[config.mk]
export PLATFORM = sky130hd
export DESIGN_NAME = mib_slave
export DESIGN_NICKNAME = d
export VERILOG_FILES = /design/src/rtl/mib_slave.sv
export SDC_FILE = /design/constraint.sdc
export NUM_CORES = 1
export LEC_CHECK = 0
export ABC_AREA = 1
export BUFFER_PORTS_ARGS = -buffer_cell sky130_fd_sc_hd__buf_2
export CAP_MARGIN = 20
export CORE_MARGIN = 2
export CORE_UTILIZATION = 45
export CTS_CLUSTER_DIAMETER = 100
export DETAILED_ROUTE_END_ITERATION = 6
export MAX_ROUTING_LAYER = met4
export PLACE_DENSITY = 0.68
export SETUP_SLACK_MARGIN = 0.3
export SLEW_MARGIN = 15
export SYNTH_ARGS = -nofsm -noshare
export SYNTH_HDL_FRONTEND = slang
export SYNTH_SLANG_ARGS = --single-unit
[constraint.sdc]
create_clock -name i_sysclk -period 1.7 [get_ports i_sysclk]
set_input_delay 0.085 -clock i_sysclk [delete_from_list [all_inputs] [get_ports i_sysclk]]
set_output_delay 0.085 -clock i_sysclk [all_outputs]
set_load 0.005 [all_outputs]
[src/rtl/mib_slave.sv]
// MIB bus slave: decodes a two-phase 24-bit address, collects 32-bit write data,
// issues one local command, and returns the ack or read data to the MIB master.
module mib_slave #(
  parameter logic [3:0]  P_MIB_MSN              = 4'h2,
  parameter int unsigned P_CMD_ACK_TIMEOUT_CLKS = 16
) (
  input  logic        i_sysclk,
  input  logic        i_srst_n,
  input  logic        i_mib_start,
  input  logic        i_mib_rd_wr_n,
  input  logic [15:0] i_mib_ad,
  output logic [15:0] o_mib_ad,
  output logic        o_mib_ad_oe,
  output logic        o_mib_slave_ack,
  output logic        o_cmd_sel,
  output logic        o_cmd_rd_wr_n,
  output logic [23:0] o_cmd_byte_addr,
  output logic [31:0] o_cmd_wdata,
  input  logic        i_cmd_ack,
  input  logic [31:0] i_cmd_rdata,
  output logic        o_cmd_timeout
);

  localparam int unsigned CNT_W = $clog2(P_CMD_ACK_TIMEOUT_CLKS + 1);

  typedef enum logic [2:0] {
    ST_IDLE, ST_ADDR2, ST_WDATA1, ST_WDATA2,
    ST_CMD_WAIT, ST_WACK, ST_RDATA1, ST_RDATA2
  } state_e;

  state_e             state_q, state_d;
  logic [23:0]        addr_q, addr_d;
  logic               rd_q, rd_d;
  logic [31:0]        wdata_q, wdata_d;
  logic [15:0]        rdata_lo_q, rdata_lo_d;
  logic [CNT_W-1:0]   cnt_q, cnt_d;

  logic [15:0]        mib_ad_q, mib_ad_d;
  logic               mib_ad_oe_q, mib_ad_oe_d;
  logic               mib_ack_q, mib_ack_d;
  logic               cmd_sel_q, cmd_sel_d;
  logic               cmd_rd_q, cmd_rd_d;
  logic [23:0]        cmd_addr_q, cmd_addr_d;
  logic [31:0]        cmd_wdata_q, cmd_wdata_d;
  logic               cmd_to_q, cmd_to_d;

  // State and output registers; every register clears on reset.
  always_ff @(posedge i_sysclk) begin
    if (!i_srst_n) begin
      state_q     <= ST_IDLE;
      addr_q      <= '0;
      rd_q        <= 1'b0;
      wdata_q     <= '0;
      rdata_lo_q  <= '0;
      cnt_q       <= '0;
      mib_ad_q    <= '0;
      mib_ad_oe_q <= 1'b0;
      mib_ack_q   <= 1'b0;
      cmd_sel_q   <= 1'b0;
      cmd_rd_q    <= 1'b0;
      cmd_addr_q  <= '0;
      cmd_wdata_q <= '0;
      cmd_to_q    <= 1'b0;
    end else begin
      state_q     <= state_d;
      addr_q      <= addr_d;
      rd_q        <= rd_d;
      wdata_q     <= wdata_d;
      rdata_lo_q  <= rdata_lo_d;
      cnt_q       <= cnt_d;
      mib_ad_q    <= mib_ad_d;
      mib_ad_oe_q <= mib_ad_oe_d;
      mib_ack_q   <= mib_ack_d;
      cmd_sel_q   <= cmd_sel_d;
      cmd_rd_q    <= cmd_rd_d;
      cmd_addr_q  <= cmd_addr_d;
      cmd_wdata_q <= cmd_wdata_d;
      cmd_to_q    <= cmd_to_d;
    end
  end

  // Next-state logic; outputs are computed for the state being entered.
  always_comb begin
    state_d     = state_q;
    addr_d      = addr_q;
    rd_d        = rd_q;
    wdata_d     = wdata_q;
    rdata_lo_d  = rdata_lo_q;
    cnt_d       = cnt_q;
    mib_ad_d    = '0;
    mib_ad_oe_d = 1'b0;
    mib_ack_d   = 1'b0;
    cmd_sel_d   = 1'b0;
    cmd_rd_d    = cmd_rd_q;
    cmd_addr_d  = cmd_addr_q;
    cmd_wdata_d = cmd_wdata_q;
    cmd_to_d    = 1'b0;

    unique case (state_q)
      ST_IDLE: begin
        if (i_mib_start) begin
          addr_d[23:8] = i_mib_ad;
          rd_d         = i_mib_rd_wr_n;
          state_d      = ST_ADDR2;
        end
      end
      ST_ADDR2: begin
        addr_d[7:0] = i_mib_ad[7:0];
        if (addr_q[23:20] != P_MIB_MSN) begin
          state_d = ST_IDLE;
        end else if (rd_q) begin
          state_d     = ST_CMD_WAIT;
          cmd_sel_d   = 1'b1;
          cnt_d       = '0;
          cmd_rd_d    = 1'b1;
          cmd_addr_d  = addr_d;
          cmd_wdata_d = '0;
        end else begin
          state_d = ST_WDATA1;
        end
      end
      ST_WDATA1: begin
        wdata_d[31:16] = i_mib_ad;
        state_d        = ST_WDATA2;
      end
      ST_WDATA2: begin
        wdata_d[15:0] = i_mib_ad;
        state_d       = ST_CMD_WAIT;
        cmd_sel_d     = 1'b1;
        cnt_d         = '0;
        cmd_rd_d      = 1'b0;
        cmd_addr_d    = addr_q;
        cmd_wdata_d   = wdata_d;
      end
      ST_CMD_WAIT: begin
        // cnt_q==0 is the select cycle, where an ack is not yet accepted
        if ((cnt_q != '0) && i_cmd_ack) begin
          mib_ack_d = 1'b1;
          if (rd_q) begin
            rdata_lo_d  = i_cmd_rdata[15:0];
            mib_ad_d    = i_cmd_rdata[31:16];
            mib_ad_oe_d = 1'b1;
            state_d     = ST_RDATA1;
          end else begin
            state_d = ST_WACK;
          end
        end else if (cnt_q == CNT_W'(P_CMD_ACK_TIMEOUT_CLKS)) begin
          cmd_to_d = 1'b1;
          state_d  = ST_IDLE;
        end else begin
          cnt_d = cnt_q + CNT_W'(1);
        end
      end
      ST_WACK: begin
        state_d = ST_IDLE;
      end
      ST_RDATA1: begin
        mib_ad_d    = rdata_lo_q;
        mib_ad_oe_d = 1'b1;
        mib_ack_d   = 1'b1;
        state_d     = ST_RDATA2;
      end
      ST_RDATA2: begin
        state_d = ST_IDLE;
      end
      default: begin
        state_d = ST_IDLE;
      end
    endcase
  end

  assign o_mib_ad        = mib_ad_q;
  assign o_mib_ad_oe     = mib_ad_oe_q;
  assign o_mib_slave_ack = mib_ack_q;
  assign o_cmd_sel       = cmd_sel_q;
  assign o_cmd_rd_wr_n   = cmd_rd_q;
  assign o_cmd_byte_addr = cmd_addr_q;
  assign o_cmd_wdata     = cmd_wdata_q;
  assign o_cmd_timeout   = cmd_to_q;

endmodule

==> summary.txt <==
Clock tree
  – CTS tree: built
  – Num CTS Buffers: 17
  – Htree depth: 4
  – Clock Sinks: 142
  – CTS Root Cell: clkbuf_16
  – Clock transition at path regs: about 0.060 ns
  – Clock latency at the later pin of the worst-skew pair: between 0.4 and 0.5 ns
  – Bufs on Longest Clock Path: 2

Logic synthesis
  – Most common cell in the synthesized netlist: dfxtp_1
  – YS warnings: 0
  – Yosys cell types: 27
  – Mapped Cells: around 650
  – FF+latch count, synth: 142
  – Top cell type's share of synthesized area: a little over half
  – Synth cell count leaders: dfxtp_1 (142), nand2_1 (109), a21oi_1 (95)
  – Cell Area, Synth: between 0.005 and 0.006 mm^2
  – Mean Syn Cell Area: 8.05 um^2
  – Net Count, Synth: 702
  – Cell type with the highest aggregate area in the netlist: dfxtp_1
  – Post-synthesis sequential area ratio: 54.6%
  – Asr flop ratio synth: 0%
  – Primary FF master, synth: dfxtp_1
  – EDFF count, synth: 0
  – Area contributors post-synth: dfxtp_1 (55%), a21oi_1 (9.1%), nand2_1 (7.9%)

Global route
  – Vias in the first global route: roughly 5.0k
  – Antenna violations before repair: 0
  – First-pass GRT wire length: 24400 um
  – Pin count of the biggest net entering global routing: 51
  – Grt ovf: 0
  – Gr usage total: about a quarter

STA
  – Fmax: 670 MHz
  – Fin crit period: ~1.5 ns
  – Final Max Tran Viols: 0
  – Unrepaired setup endpoints after global routing: yes
  – Final period util: 87.8%
  – Final Setup Violations: 0
  – Final hold vios: 0
  – Post-Route Skew: 0.0102 ns
  – Fin Setup TNS: 0 ns
  – Worst Tran Pin Value: roughly 0.51 ns
  – Relative slew slack: between 60% and 70%

Worst setup path
  – CP arrival: 1.83 ns
  – Largest fanout on the critical path: 6
  – CP Capture Type: register
  – R2R setup slack: 0.21 ns
  – CP peak stage delay: roughly 0.32 ns
  – Startpoint Class: register
  – Setup CP Type: register to register
  – CP cell instances: inv_2 -> nor2_4 -> nand3_2 -> a21oi_4 -> buf_6 -> buf_12 -> buf_12 -> o21ai_2 -> a21oi_1
  – Slowest cell on crit path: dfxtp_2
  – Worst path required time: around 2.0 ns
  – Crit path top cell by count: buf_12

Die
  – Initial Utilization: 45.8%
  – DIE WIDTH: 112 um
  – Die footprint: 0.0124 mm^2
  – Vert. Die Dim: 112 um
  – Num rows: 39
  – Ports: 130
  – Core Region: 0.0114 mm^2

Power and ir drop
  – Tot Pwr: 8.11 mW
  – Sequential share of power: 43.0%
  – Clock network power share: 48.1%
  – Psw: 1.91 mW
  – LEAKAGE: 3.34 nW
  – Sw Ratio: 23.6%
  – Pwr per Cell Area: 1030 mW/mm^2
  – Maximum VDD drop: about 730 uV
  – Cell-internal power: 6.19 mW
  – Logic pwr share: 8.9%

Final layout
  – Diode count: 0
  – Nets: 899
  – Layout fillers: 818
  – Final Cell Area: 0.00788 mm^2
  – Proportion of layout cells with a drive suffix above 1: 34.1%
  – Area Overhead vs Synth: 51.4%

Detailed routing
  – DR WL/cell: 16.3 um
  – Final antenna-violating net count: 0
  – First DRT Iteration DRCs: 380
  – Routed via count: 5300
  – Drt total wl: 16300 um
  – Drt pass-1 iters: 7
  – Drt via density: 5.30
  – Drt drc: 0

Placed design
  – Port Buffer Count: around 130
  – Post-DP HPWL: between 8000 and 9000 um
  – Placer Congestion: 0.863
  – Area after DPL: 0.00599 mm^2

Hold path
  – Hold Path Class: input port to register

Flow run
  – Max cap viols: 0

Outcome
  – Run status: complete, no violations
layout make-up:
type | count | area [um^2] | area share, %
Inverter | 43 | 179 | 2.27
Clock inverter | 14 | 194 | 2.46
Sequential cell | 142 | 2860 | 36.2
Tap cell | 143 | 179 | 2.27
Multi-Input combinational cell | 422 | 2350 | 29.9
Timing Repair Buffer | 218 | 1690 | 21.5
Clock buffer | 18 | 429 | 5.45
per-layer routing:
layer  vias up  wire length, um  GRT usage (%)
li1       2538                -              -
met1      2511             6620           30.2
met2       210             8300           41.7
met3        41              979           5.82
met4         0              431           10.0
met5         -                0              -
power groups by stage:
| stage | sequential [mW] | clock (mW) | combinational, mW |
|---|---|---|---|
| 6_report | 3.48 | 3.90 | 0.725 |
| 5_1_grt | 3.49 | 4.08 | 0.787 |
| 4_1_cts | 3.48 | 3.93 | 0.632 |
| 3_5_place_dp | 3.55 | 0 | 0.490 |
| 3_3_place_gp | 3.54 | 0 | 0.476 |
| 2_1_floorplan | 3.54 | 0 | 0.297 |
placed cells by master, fill, tap and decap left out, types with 6 or more instances in the layout:
| cell | Yosys | layout |
|---|---|---|
| dlygate4sd3_1 | 0 | 46 |
| nor2_1 | 79 | 67 |
| a22oi_2 | 0 | 10 |
| clkbuf_16 | 0 | 21 |
| a21oi_1 | 95 | 87 |
| buf_12 | 0 | 9 |
| o21ai_1 | 3 | 12 |
| inv_2 | 9 | 10 |
| inv_1 | 34 | 30 |
| o21ai_0 | 73 | 46 |
| o21ai_2 | 0 | 14 |
| a21oi_2 | 3 | 9 |
| nand3_1 | 22 | 20 |
| a22oi_1 | 16 | 6 |
| buf_4 | 4 | 22 |
| buf_2 | 8 | 129 |
| dfxtp_1 | 142 | 135 |
| nor2_4 | 3 | 12 |
| nand4_1 | 7 | 7 |
| nand2_1 | 109 | 105 |
metrics by stage:
step,util (%),hold WS [ns],cells,setup WS [ns]
global placement,52.7,0.310,889,0.173
global route,69.3,0.0310,1000,0.129
detailed placement,52.7,0.316,889,0.121
finish,69.3,0.0304,1000,0.208
CTS,65.0,0.00843,986,0.281
floorplan,-,0.220,647,0.300
registers in the layout (all words and copies together) (netlist names), 3 cells and up:
| register | count |
|---|---|
| addr_q | 24 |
| cnt_q | 5 |
| o_cmd_byte_addr | 24 |
| o_cmd_wdata | 32 |
| o_mib_ad | 16 |
| rdata_lo_q | 16 |
| state_q | 3 |
| wdata_q | 16 |
critical path, delay by kind of cell (launching register included):
kind,cells,cell delay [ns]
buffers and inverters,4,0.46
AO/OA/AOI/OAI,3,0.41
flip-flops,1,0.32
AND/OR/NAND/NOR,2,0.22
worst paths after layout:
path / cells past startpoint / startpoint / endpoint
worst max-delay path: 9 / addr_q[21]$_SDFFE_PN0P_ / o_cmd_byte_addr[21]$_SDFFE_PN0P_
worst min-delay path: 3 / i_mib_ad[0] / o_cmd_wdata[0]$_SDFFE_PN0P_
worst max register to register: 9 / addr_q[21]$_SDFFE_PN0P_ / o_cmd_byte_addr[21]$_SDFFE_PN0P_
worst min register to register: 2 / addr_q[18]$_SDFFE_PN0P_ / o_cmd_byte_addr[18]$_SDFFE_PN0P_
cells by family after synthesis:
family | Yosys count | share of synthesized area (%)
fa+ha+maj | 2 | 0.481
simple gates | 227 | 18.5
flops | 142 | 54.6
buf+inv | 83 | 6.61
compound gates | 193 | 19.8
repair_timing:
| item | 4_1_cts | 5_1_grt |
|---|---|---|
| buffers inserted | 16 | 10 |
| cloned | 3 | 4 |
| gates resized for setup | 33 | 102 |
| hold endpoints to repair | 53 | 0 |
| endpoints found under the setup margin | 123 | 110 |
| pin swaps | 9 | 22 |
| hold buffers | 46 | 0 |
Note: power is estimated with default switching activity, not from simulation.
